$ cat src/rtl/sap_controller.sv
// SAP-1 controller-sequencer: 6-state T-ring plus opcode decode producing the
// datapath control strobes, halt latch and ALU carry/zero flag registers.
module sap_controller #(
    parameter int unsigned OP_WIDTH  = 4,
    parameter int unsigned SKIP_IDLE = 0
) (
    input  logic                clk,
    input  logic                reset,
    input  logic                step,
    input  logic [OP_WIDTH-1:0] opcode,
    input  logic                alu_c,
    input  logic                alu_z,
    output logic [5:0]          t_state,
    output logic                pc_enable,
    output logic                pc_inc,
    output logic                pc_load,
    output logic                mar_latch,
    output logic                ram_enable,
    output logic                ir_latch,
    output logic                ir_enable,
    output logic                a_latch,
    output logic                a_enable,
    output logic                b_latch,
    output logic                alu_enable,
    output logic                alu_sub,
    output logic                out_latch,
    output logic                halt,
    output logic                c_flag,
    output logic                z_flag
);

    typedef enum logic [5:0] {
        T1 = 6'b000001,
        T2 = 6'b000010,
        T3 = 6'b000100,
        T4 = 6'b001000,
        T5 = 6'b010000,
        T6 = 6'b100000
    } tstate_t;

    typedef enum logic [OP_WIDTH-1:0] {
        OP_LDA = 4'h0,
        OP_ADD = 4'h1,
        OP_SUB = 4'h2,
        OP_JMP = 4'h3,
        OP_JZ  = 4'h4,
        OP_JC  = 4'h5,
        OP_OUT = 4'hE,
        OP_HLT = 4'hF
    } opcode_t;

    tstate_t state_q, state_d;
    logic    halt_q, halt_d;
    logic    c_q, c_d;
    logic    z_q, z_d;
    logic    is_arith;
    logic    last_active;

    assign is_arith = (opcode == OP_ADD) || (opcode == OP_SUB);

    always_ff @(posedge clk) begin
        if (reset) begin
            state_q <= T1;
            halt_q  <= 1'b0;
            c_q     <= 1'b0;
            z_q     <= 1'b0;
        end else begin
            state_q <= state_d;
            halt_q  <= halt_d;
            c_q     <= c_d;
            z_q     <= z_d;
        end
    end

    // Last T-state carrying any control for the current opcode; NOP still visits T4.
    always_comb begin
        last_active = 1'b0;
        if (state_q == T4) begin
            case (opcode)
                OP_LDA, OP_ADD, OP_SUB, OP_HLT: last_active = 1'b0;
                default:                        last_active = 1'b1;
            endcase
        end else if (state_q == T5) begin
            last_active = (opcode == OP_LDA);
        end
    end

    always_comb begin
        state_d = state_q;
        halt_d  = halt_q;
        c_d     = c_q;
        z_d     = z_q;
        if (step && !halt_q) begin
            if (state_q == T4 && opcode == OP_HLT) begin
                halt_d = 1'b1;
            end else begin
                case (state_q)
                    T1:      state_d = T2;
                    T2:      state_d = T3;
                    T3:      state_d = T4;
                    T4:      state_d = T5;
                    T5:      state_d = T6;
                    default: state_d = T1;
                endcase
                if (SKIP_IDLE != 0 && last_active) begin
                    state_d = T1;
                end
            end
            if (state_q == T6 && is_arith) begin
                c_d = alu_c;
                z_d = alu_z;
            end
        end
    end

    always_comb begin
        pc_enable  = 1'b0;
        pc_inc     = 1'b0;
        pc_load    = 1'b0;
        mar_latch  = 1'b0;
        ram_enable = 1'b0;
        ir_latch   = 1'b0;
        ir_enable  = 1'b0;
        a_latch    = 1'b0;
        a_enable   = 1'b0;
        b_latch    = 1'b0;
        alu_enable = 1'b0;
        alu_sub    = 1'b0;
        out_latch  = 1'b0;
        if (!halt_q) begin
            case (state_q)
                T1: begin
                    pc_enable = 1'b1;
                    mar_latch = 1'b1;
                end
                T2: pc_inc = 1'b1;
                T3: begin
                    ram_enable = 1'b1;
                    ir_latch   = 1'b1;
                end
                T4: begin
                    case (opcode)
                        OP_LDA, OP_ADD, OP_SUB: begin
                            ir_enable = 1'b1;
                            mar_latch = 1'b1;
                        end
                        OP_JMP: begin
                            ir_enable = 1'b1;
                            pc_load   = 1'b1;
                        end
                        OP_JZ: begin
                            ir_enable = z_q;
                            pc_load   = z_q;
                        end
                        OP_JC: begin
                            ir_enable = c_q;
                            pc_load   = c_q;
                        end
                        OP_OUT: begin
                            a_enable  = 1'b1;
                            out_latch = 1'b1;
                        end
                        default: ;
                    endcase
                end
                T5: begin
                    if (opcode == OP_LDA) begin
                        ram_enable = 1'b1;
                        a_latch    = 1'b1;
                    end else if (is_arith) begin
                        ram_enable = 1'b1;
                        b_latch    = 1'b1;
                    end
                end
                T6: begin
                    if (is_arith) begin
                        alu_enable = 1'b1;
                        a_latch    = 1'b1;
                        alu_sub    = (opcode == OP_SUB);
                    end
                end
                default: ;
            endcase
        end
    end

    assign t_state = state_q;
    assign halt    = halt_q;
    assign c_flag  = c_q;
    assign z_flag  = z_q;

endmodule
$ cat config.mk
export PLATFORM = sky130hd
export DESIGN_NAME = sap_controller
export DESIGN_NICKNAME = d
export VERILOG_FILES = /design/src/rtl/sap_controller.sv
export SDC_FILE = /design/constraint.sdc
export NUM_CORES = 1
export LEC_CHECK = 0
export BUFFER_PORTS_ARGS = -buffer_cell sky130_fd_sc_hd__buf_2
export CELL_PAD_IN_SITES_DETAIL_PLACEMENT = 0
export CELL_PAD_IN_SITES_GLOBAL_PLACEMENT = 2
export CORE_MARGIN = 2
export CORE_UTILIZATION = 25
export CTS_CLUSTER_DIAMETER = 120
export DETAILED_ROUTE_END_ITERATION = 8
export GPL_TIMING_DRIVEN = 0
export HOLD_SLACK_MARGIN = 0.15
export PLACE_DENSITY = 0.8
export SKIP_LAST_GASP = 1
export SLEW_MARGIN = 20
export SYNTH_ARGS = -nofsm -noshare
export SYNTH_HDL_FRONTEND = slang
export SYNTH_SLANG_ARGS = --single-unit
$ cat constraint.sdc
create_clock -name clk -period 2.1 [get_ports clk]
set_clock_uncertainty 0.05 [all_clocks]
set_input_delay 0.42 -clock clk [delete_from_list [all_inputs] [get_ports clk]]
set_output_delay 0.42 -clock clk [all_outputs]
set_load 0.01 [all_outputs]
==> flow_summary.toml <==
[outcome]
status = "finished with violations"
violations = "setup timing"

[finish]
fin_cells = 169
antenna_cells = 0
drive_above_1_share_pct = 49.3
nets = 148
area_growth_pct = 56.7
finalCoreUtilization_pct = 41.5
fillCellCount = 272

[clocking]
clk_pin_slew_worst_paths_ps = 60
htree_levels = 1
cts_sinks = 9
cts_buffers = 3
hold_buffers = 0
clk_latency_ps = 260
root_buffer = "clkbuf_4"
cts_tree = "yes"
cts_max_path_buffers = 2

[worst_setup_path]
startpoint = "t_state[2]"
crit_required_ps = 1630
path_class = "flip-flop to output port"
crit_family = "simple AND/OR/NAND/NOR gates"
end_kind = "output port"
startpoint_type = "flip-flop"
arrival_ps = 1660
slowest_stage = "dfxtp_4"
path_buf_inv = 2
timing.rr.start = "t_state[2]"
worstPathMaxFanout = 4
path_cells = "nor4_4 > buf_4 > and3_1 > nand2_1 > a31oi_1 > buf_2"
cpPeakStageDelay_ps = 370

[route]
ant_nets = 0
first_iter_violations = 20
wl_per_cell_um = 12.9
drt-vias-per-instance = 5.03
dr.pass1.iters = 4
drcViolationCount = 0
vias = 850
drt-total-wl_um = 2180

[placement]
place.gp.congestion = 0.739
portBuffers = 29
dp_cells = 154
hpwl_um = 1560

[worst_hold_path]
worstHoldStart = "alu_c"
min-delay-path-class = "primary input to flip-flop"

[synth]
syn_nets = 103
syn_avg_cell_area_um2 = 7.77
synth_top_area_share_pct = 24.7
ys_ff_latch = 9
synth-edff-count = 0
synth_area_um2 = 731
synthTopCellsByCount = "nor2_1, dfxtp_1, nand2_1, nand2b_1"
async_flop_share_pct = 0
ys.flop_type = "dfxtp_1"
synth.most_common_cell = "nor2_1"
syn_inst = 94
ys_types = 33
yosysWarnings = 0
ys_seq_area_share_pct = 24.7
synth_area_leaders = "dfxtp_1, mux2i_1, nor2_1"
yosys.area.top_type = "dfxtp_1"

[floorplanning]
initial_core_util_pct = 26.5
die_h_um = 58.1
placementRows = 19
die-area_mm2 = 0.00337
die_w_um = 58.1
core_region_area_mm2 = 0.00276
io_pins = 31

[sta]
relSlewSlack_pct = 70.0
setup_slack_ps = -34.2
tightestPinTransition_ps = 448
fin_crit_sh_pct = 102
grt_setup_unrepaired = "true"
finalMaxSlewViolations = 0
hold_viol = 0
setup_viol = 4
fmax_mhz = 469
hold_ws_ps = 361
finalSetupTns_ps = -87.7
finalCriticalPeriod_ps = 2130

[global_route]
grt-ovfl-total = 0
antenna_found_initial = 0
grt_max_degree = 11
grt_pass1_vias = 821
gr-usage-all-layers_pct = 13.6
grt_pass1_wl_um = 3640

[power_and_ir_drop]
power_density_mw_per_mm2 = 401
power.leakage_uw = 0.000470
ir_drop_uv = 198

[flow_run]
maxCapViolations = 0
path summary, 6_finish.rpt:
path | slack [ps] | to | cells after the start
setup reg to reg | 390 | t_state[3] | 6
hold / removal | 360 | c_flag | 3
setup / recovery | -30 | a_latch | 6
hold reg to reg | 460 | z_flag | 2
worst min-delay path, stage by stage:
cell,delay [ps]
buf_2,90
nand2b_1,60
mux2i_1,60
metrics by stage:
stage / power, uW / area [um2] / setup WS (ps)
floorplan: 259 / 737 / 80.0
global placement: 296 / 921 / -15.3
detailed placement: 297 / 921 / -55.5
CTS: 456 / 1070 / -31.3
global route: 484 / 1140 / -124
finish: 459 / 1140 / -34.2
sequential cells by signal, indices dropped and copies added (netlist names):
name,count
z_flag,1
halt,1
t_state,6
c_flag,1
kinds of logic (layout without fill, tap and decap cells):
| group | after synthesis | count (layout) | synth area share (%) |
|---|---|---|---|
| simple gates | 51 | 51 | 42.6 |
| compound gates | 16 | 16 | 15.6 |
| buf+inv | 10 | 54 | 5.99 |
| flops | 9 | 9 | 24.7 |
| mux | 7 | 7 | 9.93 |
| xor+xnor | 1 | 1 | 1.20 |
what timing repair did:
action | in CTS | in global routing
resized for setup | 14 | 12
setup buffers | 10 | 2
setup endpoints to repair | 9 | 10
pin swaps | 7 | 9
layout by cell type, fill, tap and decap left out, types with 2 or more instances in the layout:
cell type | Yosys | routed
buf_2 | 2 | 29
buf_4 | 1 | 13
nor2_1 | 12 | 10
nand2b_1 | 6 | 6
nand2_1 | 7 | 6
inv_1 | 5 | 5
mux2i_1 | 5 | 5
o21ai_0 | 5 | 5
dfxtp_1 | 9 | 5
nor2b_1 | 4 | 4
nor4_4 | 1 | 3
a21oi_1 | 4 | 3
clkbuf_4 | 0 | 3
dfxtp_4 | 0 | 3
nand3_2 | 0 | 2
buf_6 | 0 | 2
nor3_2 | 1 | 2
a31oi_1 | 2 | 2
nor4_1 | 4 | 2
nand3_1 | 4 | 2
clkbuf_1 | 2 | 2
mux2_1 | 2 | 2
power breakdown:
part           internal, uW  leakage (uW)  switching, uW  total (uW)
combinational          63.5      0.000380           68.5         132
sequential              176     0.0000750           13.3         189
clock                  73.4     0.0000150           64.0         137
total                   313      0.000470            146         459
routing by layer:
layer,up-vias,wire [um],track usage [%]
met2,25,1060,20.1
li1,427,-,-
met3,2,92,1.12
met4,0,15,7.64
met1,396,1020,19.3
met5,-,0,0
final cells by class:
type                            instances  area [um2]  share of cell area (%)
Sequential cell                         9         193                    16.8
Buffer                                  4        27.5                    2.40
Clock buffer                            4        26.3                    2.30
Tap cell                               31        38.8                    3.39
Timing Repair Buffer                   41         241                    21.1
Inverter                                5        18.8                    1.64
Multi-Input combinational cell         75         599                    52.3
Power figures use the tool's default switching activity.
